**src/rtl/im_ctrl_pkg.sv**
```systemverilog
// Shared constants for the IM boot/load controller.
// State codes, IM geometry and word-to-byte address helper.
package im_ctrl_pkg;

  localparam int IM_DEPTH   = 16;
  localparam int IM_AW      = 4;
  localparam int DW         = 32;
  localparam int BYTE_SHIFT = 2;

  localparam logic [1:0] ST_IDLE = 2'd0;
  localparam logic [1:0] ST_LOAD = 2'd1;
  localparam logic [1:0] ST_DONE = 2'd2;

  function automatic logic [31:0] word_addr(
    input logic [IM_AW-1:0] p
  );
    return {{(32-IM_AW-BYTE_SHIFT){1'b0}},
            p, {BYTE_SHIFT{1'b0}}};
  endfunction

endpackage

```
**src/rtl/im_cksum_acc.sv**
```systemverilog
// Running XOR accumulator of loaded words; clr wins over en.
// Ports: clk, reset (async low), clr, en, d -> acc.
module im_cksum_acc
  import im_ctrl_pkg::*;
(
  input  logic          clk,
  input  logic          reset,
  input  logic          clr,
  input  logic          en,
  input  logic [DW-1:0] d,
  output logic [DW-1:0] acc
);

  always_ff @(posedge clk or negedge reset) begin
    if (!reset) begin
      acc <= '0;
    end else if (clr) begin
      acc <= '0;
    end else if (en) begin
      acc <= acc ^ d;
    end
  end

endmodule

```
**src/rtl/im_load_ctrl.sv**
```systemverilog
// Boot loader: streams words into IM, stalls CPU, then hands IM port to PC.
// Ports: loader valid/ready, cpu_pc in, IM port out, status; checksum via IM_LOAD_CHECKSUM_EN.
module im_load_ctrl
  import im_ctrl_pkg::*;
(
  input  logic          clk,
  input  logic          reset,
  input  logic          load_start,
  input  logic [4:0]    load_count,
  input  logic          in_valid,
  input  logic [DW-1:0] in_data,
  output logic          in_ready,
  input  logic [31:0]   cpu_pc,
  output logic [31:0]   im_pc,
  output logic [DW-1:0] im_dataIn,
  output logic          im_memWrite,
  output logic          im_memRead,
  output logic          cpu_stall,
  output logic          busy,
  output logic          load_done,
  output logic [4:0]    words_loaded,
  input  logic [DW-1:0] exp_checksum,
  output logic          load_err
);

  localparam logic [IM_AW-1:0] PTR_ONE = 1;
  localparam logic [4:0] DEPTH5 = 5'(IM_DEPTH);

  logic [1:0]       state;
  logic [4:0]       cnt;
  logic [4:0]       cnt_sat;
  logic [IM_AW-1:0] wr_ptr;
  logic [31:0]      pc_q;
  logic             start;
  logic             accept;
  logic             last;

  assign cnt_sat = (load_count > DEPTH5) ? DEPTH5
                                         : load_count;
  assign start  = (state == ST_IDLE) && load_start;
  assign accept = in_valid && in_ready;
  assign last   = accept &&
                  ((words_loaded + 5'd1) == cnt);

  assign in_ready    = (state == ST_LOAD);
  assign busy        = (state == ST_LOAD);
  assign cpu_stall   = (state != ST_IDLE);
  assign im_memRead  = (state == ST_IDLE);
  assign load_done   = (state == ST_DONE);
  // Outside IDLE the IM address is the last written word,
  // so the DONE-cycle write still sees its own address.
  assign im_pc = (state == ST_IDLE) ? cpu_pc : pc_q;

  always_ff @(posedge clk or negedge reset) begin
    if (!reset) begin
      state        <= ST_IDLE;
      cnt          <= '0;
      wr_ptr       <= '0;
      pc_q         <= '0;
      im_dataIn    <= '0;
      im_memWrite  <= 1'b0;
      words_loaded <= '0;
    end else begin
      im_memWrite <= accept;
      case (state)
        ST_IDLE: begin
          if (load_start) begin
            cnt          <= cnt_sat;
            wr_ptr       <= '0;
            pc_q         <= '0;
            words_loaded <= '0;
            state <= (cnt_sat == 5'd0) ? ST_DONE
                                       : ST_LOAD;
          end
        end
        ST_LOAD: begin
          if (accept) begin
            im_dataIn    <= in_data;
            pc_q         <= word_addr(wr_ptr);
            wr_ptr       <= wr_ptr + PTR_ONE;
            words_loaded <= words_loaded + 5'd1;
            if (last) state <= ST_DONE;
          end
        end
        ST_DONE: state <= ST_IDLE;
        default: state <= ST_IDLE;
      endcase
    end
  end

`ifdef IM_LOAD_CHECKSUM_EN
  logic [DW-1:0] acc;
  logic [DW-1:0] exp_q;

  im_cksum_acc u_acc (
    .clk   (clk),
    .reset (reset),
    .clr   (start),
    .en    (accept),
    .d     (in_data),
    .acc   (acc)
  );

  always_ff @(posedge clk or negedge reset) begin
    if (!reset) begin
      exp_q    <= '0;
      load_err <= 1'b0;
    end else if (start) begin
      exp_q    <= exp_checksum;
      load_err <= 1'b0;
    end else if (state == ST_DONE) begin
      load_err <= (acc != exp_q);
    end
  end
`else
  logic unused_cksum;
  assign unused_cksum = ^{exp_checksum, start};
  assign load_err = 1'b0;
`endif

endmodule

```
**config.mk**
```make
export PLATFORM = sky130hd
export DESIGN_NAME = im_load_ctrl
export DESIGN_NICKNAME = d
export VERILOG_FILES = /design/src/rtl/im_ctrl_pkg.sv /design/src/rtl/im_cksum_acc.sv /design/src/rtl/im_load_ctrl.sv
export SDC_FILE = /design/constraint.sdc
export NUM_CORES = 1
export LEC_CHECK = 0
export CAP_MARGIN = 5
export CELL_PAD_IN_SITES_DETAIL_PLACEMENT = 1
export CELL_PAD_IN_SITES_GLOBAL_PLACEMENT = 1
export CORE_MARGIN = 8
export CORE_UTILIZATION = 23
export DETAILED_ROUTE_END_ITERATION = 8
export PLACE_DENSITY_LB_ADDON = 0.25
export SLEW_MARGIN = 20
export SYNTH_ARGS = -nofsm -noshare
export SYNTH_HDL_FRONTEND = slang
export SYNTH_SLANG_ARGS = --single-unit
```
**constraint.sdc**
```tcl
create_clock -name clk -period 1.9 [get_ports clk]
set_input_delay 0.38 -clock clk [delete_from_list [all_inputs] [get_ports clk]]
set_output_delay 0.38 -clock clk [all_outputs]
set_load 0.1 [all_outputs]
```
==> results.txt, run 1 <==
Result of the run -> complete, but fails checks
Violations in the final reports -> setup timing
Critical Setup Path Class -> reg2out
Number of H-tree levels -> 2
Post-synthesis instance total -> 266
Reg-to-reg setup timing slack -> 0.18 ns
Routed wire length per instance -> 16.5 um
Total standard cell area after synthesis -> 0.00245 mm^2
Total inserted antenna cells -> 0
Worst skew pair latency -> 0.31 ns
Number of rows in the core area -> 37
Antenna Nets Post-Route -> 0
Final critical-path required period -> 1.92 ns
Remaining DRCs -> 0
TritonCTS buffer count -> 5
Synth area leader -> sky130_fd_sc_hd__dfrtp_1
Clock Skew -> 0.00832 ns
Warnings from Yosys -> 0
Number of placed cells counting well taps -> 546
Routability congestion estimate from global placement -> 0.747
Final worst path period share -> 101%
Utilization of the core after routing -> 46.0%
Maximum net fanout on the critical path -> 8
Hold Slack -> 0.483 ns
Unrepaired setup endpoints after global routing -> true
Overall die width -> 119 um
Simple logic cell fraction of the synthesized area -> 29.2%
Clock sinks -> 53
Most frequent standard cell in the layout excluding fill and tap cells -> sky130_fd_sc_hd__nand2_1
Wire length of the first global-routing pass -> 14,900 um
Core Box Area -> 0.0103 mm^2
Number of buffers added on ports -> 147
Number of maximum-capacitance violations -> 0
Overall Global Routing Usage -> 13.0%
Post-DP HPWL -> 7540 um
Arithmetic-cell share of the synthesized area counting full adders, half adders and majority gates -> 1.02%
Share of cells above drive strength 1 -> 34.7%
Final #Nets -> 532
Category of the worst setup path launch point -> flop
Synthesized area per cell -> 9.22 um^2
Area added between synthesis and finish -> 93.5%
Ports -> 181
Mux contribution to synthesized area -> 2.30%
Maximum number of pins on one net before global-route repair -> 28
Xor and xnor area share after synthesis -> 4.29%
Number of endpoints failing setup at the final stage -> 8
Iteration count of the initial detailed-routing pass -> 4
Commonest cells after routing, fill and taps aside -> sky130_fd_sc_hd__nand2_1, sky130_fd_sc_hd__clkdlybuf4s50_1, sky130_fd_sc_hd__dfrtp_1, sky130_fd_sc_hd__buf_12, sky130_fd_sc_hd__buf_4
Post-route worst setup slack -> -0.0190 ns
GRT overflow -> 0
Critical path capture point type -> output pin
Antenna violations before repair -> 0
Worst hold path depth -> 2
Pins over their slew limit -> 0
Synthesized-area fraction occupied by ao, oa, aoi and oai cells -> 5.00%
Iteration-0 DRC count of the detailed router -> 67
Die Height -> 119 um
Number of synthesized register bits -> 53
Area share of the largest cell type after synthesis -> 54.1%
Dominant cells by area after synthesis -> sky130_fd_sc_hd__dfrtp_1, sky130_fd_sc_hd__nand2_1, sky130_fd_sc_hd__and2_1
Clock transition at the register clock pins on the worst setup and hold paths after CTS -> 0.10 ns
Sum of routed wire length over all layers -> 9290 um
Initial Util -> 23.8%
Post-route non-filler standard cell count -> 562
Max Fclk -> 0.521 GHz
Sequential element share of the synthesized area -> 54.1%
Via count -> 2,378
Syn_nets -> 373
Worst slew slack as a fraction of its limit -> 64.6%
Yosys cell types -> 31
Required time worst endpoint -> 1.52 ns
Via-per-instance ratio -> 4.23
Number of cells on the worst reg-to-reg path -> 9
Root cell of the clock tree -> sky130_fd_sc_hd__clkbuf_8
Number of buffers on the longest clock path -> 2
Data arrival time of the worst path -> 1.54 ns
Area used by multi-input combinational logic -> 0.00111 mm^2
Count of filler cells inserted in the layout -> 1,137
Dominant combinational cell family by area after synthesis -> simple AND/OR/NAND/NOR gates
Total area of sequential cells -> 0.00133 mm^2
Hold violation total from the final report -> 0
TritonCTS clock tree -> yes
Least-Margin Pin Slew -> 0.530 ns
Sum of negative setup slack -> -0.0754 ns
Tightest Hold Check Type -> reg2reg
Die Footprint -> 0.0142 mm^2
Via count of the first global-routing pass -> 2,610
## synth_stat cells (all sizes together)
library cell	count
conb	1
nand4	1
nand2	111
a21oi	3
nand2b	5
and2	28
nand4b	1
mux2	5
ha	2
buf	10
clkbuf	4
a22o	5
nand3	5
o21ai	10
xor2	7
a2bb2o	1
dfrtp	53
xnor2	5
inv	3
nor2	3
nor4	1
nor2b	1
nor3	1
## cell type report
| type | count | share of cell area [%] |
|---|---|---|
| clock inverter | 3 | 0.475 |
| tap | 136 | 3.59 |
| clock buffer | 5 | 1.45 |
| timing repair buffer | 166 | 42.7 |
| sequential | 53 | 28.1 |
| multi-input combinational | 196 | 23.4 |
| inverter | 3 | 0.369 |
## routing by layer
layer  global-route usage [%]  up-vias  wire, um
met5                        0        -         0
li1                         -     1148         -
met2                     21.5      107      4410
met1                     16.4     1119      4170
met4                     2.37        0        51
met3                     3.97        4       660
## final timing paths
path                              startpoint               to
worst max-delay path                state[0]         im_pc[2]
worst min-delay path            im_dataIn[1]     im_dataIn[1]
worst max register to register      state[0]  words_loaded[2]
worst min register to register  im_dataIn[1]     im_dataIn[1]
max in group asynchronous              reset     im_dataIn[2]
min in group asynchronous              reset           cnt[0]
## what timing repair did
action | in CTS | in global routing
gates cloned | 1 | 0
gates resized for setup | 25 | 2
pin swaps | 5 | 6
setup endpoints to repair | 15 | 30
hold buffers | 1 | 0
buffers inserted | 3 | 3
endpoints found under the hold margin | 11 | 0
## critical path: stages (launching register included)
cell and delay (ns):
sky130_fd_sc_hd__dfrtp_2 0.43, sky130_fd_sc_hd__nor2_4 0.16, sky130_fd_sc_hd__buf_12 0.15, sky130_fd_sc_hd__mux2_4 0.32, sky130_fd_sc_hd__buf_12 0.17
## flip-flops by register name, indices dropped and copies added (netlist names)
register / cells
words_loaded: 5
im_dataIn: 32
cnt: 5
wr_ptr: 4
state: 2
pc_q: 4
im_memWrite: 1
## cell families (layout without fill, tap and decap cells)
group | count (synthesis) | count (layout)
and+or+nand+nor | 157 | 157
DFF | 53 | 53
AOI/OAI and AO/OA | 19 | 19
buffers and inverters | 17 | 177
xor gates and xnor gates | 12 | 12
muxes | 5 | 5
adders and majority gates | 2 | 2
other | 1 | 1
## metrics by stage
step                instance area, um^2  worst slack [ns]
floorplan                          2510            -0.242
global placement                   4510            0.0859
detailed placement                 4510            0.0708
CTS                                4720           -0.0528
global route                       4750           -0.0732
finish                             4750           -0.0190
Power of run 1 is not shown: default switching activity piles up to over one toggle a cycle in this logic, so the estimate is an artifact.
==> inputs of run 2 (changes only) <==
CORE_MARGIN = 4   (was 8)
==> results.txt, run 2 (same netlist as run 1, synthesis figures left out) <==
Cell depth of the worst setup path -> 4
Buffers and inverters on the worst path -> 2
Cell breakdown of the critical path -> nor2_4, buf_12, mux2_4, buf_12
Routed wire length per instance -> 15.4 um
Post-route non-filler standard cell count -> 562
Category of the worst setup path launch point -> flop
Via count -> 2,413
GRT overflow -> 0
Max Fclk -> 0.522 GHz
Top flop regs -> im_dataIn (32), cnt (5), words_loaded (5)
Overall die width -> 111 um
Final critical-path required period -> 1.92 ns
Antenna Nets Post-Route -> 0
Remaining DRCs -> 0
Post-route worst setup slack -> -0.0161 ns
Antenna violations before repair -> 0
Ports -> 181
Hold-fix buffers at CTS -> 0
TritonCTS clock tree -> yes
Die Height -> 111 um
Number of endpoints failing setup at the final stage -> 4
Number of maximum-capacitance violations -> 0
Least-Margin Pin Slew -> 0.521 ns
Overall Global Routing Usage -> 13.8%
Via count of the first global-routing pass -> 2,597
Number of rows in the core area -> 37
Worst slew slack as a fraction of its limit -> 65.3%
Data arrival time of the worst path -> 1.54 ns
Iteration count of the initial detailed-routing pass -> 4
Wire length of the first global-routing pass -> 14,000 um
Worst skew pair latency -> 0.30 ns
Root cell of the clock tree -> sky130_fd_sc_hd__clkbuf_8
Maximum number of pins on one net before global-route repair -> 37
Register name with the most flops -> im_dataIn
Cell repeated most along the worst path -> sky130_fd_sc_hd__buf_12
Via-per-instance ratio -> 4.29
Cell class contributing the biggest share of worst-path delay -> flip-flops
Clock sinks -> 53
Total inserted antenna cells -> 0
Hold violation total from the final report -> 0
Unrepaired setup endpoints after global routing -> true
Result of the run -> complete, but fails checks
Total area of sequential cells -> 0.00133 mm^2
Tightest Hold Check Type -> in2async
Clock Skew -> 0.0148 ns
Number of placed cells counting well taps -> 546
Final worst path period share -> 101%
Critical path capture point type -> output pin
Die Footprint -> 0.0124 mm^2
Maximum net fanout on the critical path -> 9
Core Box Area -> 0.0104 mm^2
Number of buffers on the longest clock path -> 2
Area used by multi-input combinational logic -> 0.00112 mm^2
Area added between synthesis and finish -> 93.1%
Required time worst endpoint -> 1.52 ns
Share of cells above drive strength 1 -> 34.7%
Number of cells on the worst reg-to-reg path -> 5
TritonCTS buffer count -> 5
Sum of routed wire length over all layers -> 8640 um
Post-DP HPWL -> 6710 um
Iteration-0 DRC count of the detailed router -> 62
Final #Nets -> 532
Pins over their slew limit -> 0
Critical Setup Path Class -> reg2out
Most frequent standard cell in the layout excluding fill and tap cells -> sky130_fd_sc_hd__nand2_1
Commonest cells after routing, fill and taps aside -> sky130_fd_sc_hd__nand2_1, sky130_fd_sc_hd__clkdlybuf4s50_1, sky130_fd_sc_hd__dfrtp_1, sky130_fd_sc_hd__buf_4, sky130_fd_sc_hd__buf_12
Initial Util -> 23.6%
Violations in the final reports -> setup timing
Cell with the largest stage delay on the worst path -> sky130_fd_sc_hd__dfrtp_1
Slowest Stage Delay on Critical Path -> 0.43 ns
Number of flip-flops in the largest register -> 32
Routability congestion estimate from global placement -> 0.879
Sum of negative setup slack -> -0.0536 ns
Number of H-tree levels -> 2
Count of filler cells inserted in the layout -> 1,151
Clock transition at the register clock pins on the worst setup and hold paths after CTS -> 0.10 ns
Number of buffers added on ports -> 147
[run 2: changes by cell type in the layout (fill, tap and decap cells not counted)]
cell                            delta
sky130_fd_sc_hd__clkbuf_1          +1
sky130_fd_sc_hd__buf_4             +3
sky130_fd_sc_hd__buf_12            -1
sky130_fd_sc_hd__dlygate4sd3_1     -1
sky130_fd_sc_hd__clkinv_2          +2
sky130_fd_sc_hd__clkbuf_16         +1
sky130_fd_sc_hd__buf_8             -2
sky130_fd_sc_hd__and2_2            -8
sky130_fd_sc_hd__and2_4            +8
sky130_fd_sc_hd__clkinvlp_4        -3
[run 2: timing repair]
item,in CTS,in global routing
buffers inserted,4,2
pin swaps,5,2
hold endpoints to repair,0,0
endpoints found under the setup margin,30,30
cloned,0,2
resized for setup,7,23
[run 2: final timing paths]
check	startpoint	to	slack [ns]
setup / recovery	state[1]	im_pc[4]	-0.02
hold / removal	reset	im_dataIn[22]	0.05
setup reg to reg	words_loaded[0]	state[1]	0.23
hold reg to reg	im_dataIn[2]	im_dataIn[2]	0.48
max in group asynchronous	reset	words_loaded[3]	1.27
min in group clk	im_dataIn[2]	im_dataIn[2]	0.48
[run 2: cell type report]
cell class,instances,share of cell area (%)
clock buffers,6,1.53
clock inverters,2,0.211
inverters,3,0.370
multi-input cells,196,23.6
flip-flops and latches,53,28.1
well taps,136,3.59
repair buffers,166,42.5
[run 2: through the flow]
step	hold WS, ns	worst slack, ns	util [%]	cell area [um^2]
after floorplan	0.0844	-0.242	-	2510
after global placement	0.382	0.141	43.5	4510
after detailed placement	0.391	0.101	43.5	4510
after CTS	0.0509	-0.0416	44.7	4640
after global routing	0.0780	-0.0654	45.7	4730
final	0.0456	-0.0161	45.7	4730
[run 2: routing by layer]
metal / part of all wire [%] / GRT usage, % / wire, um / up-vias
met3: 7.3 / 3.88 / 632 / 4
met5: 0 / 0 / 0 / -
met4: 0.57 / 2.19 / 49 / 0
met1: 43 / 17.6 / 3720 / 1153
li1: - / - / - / 1148
met2: 49 / 23.5 / 4230 / 108
Power of run 2 is left out for the same reason.
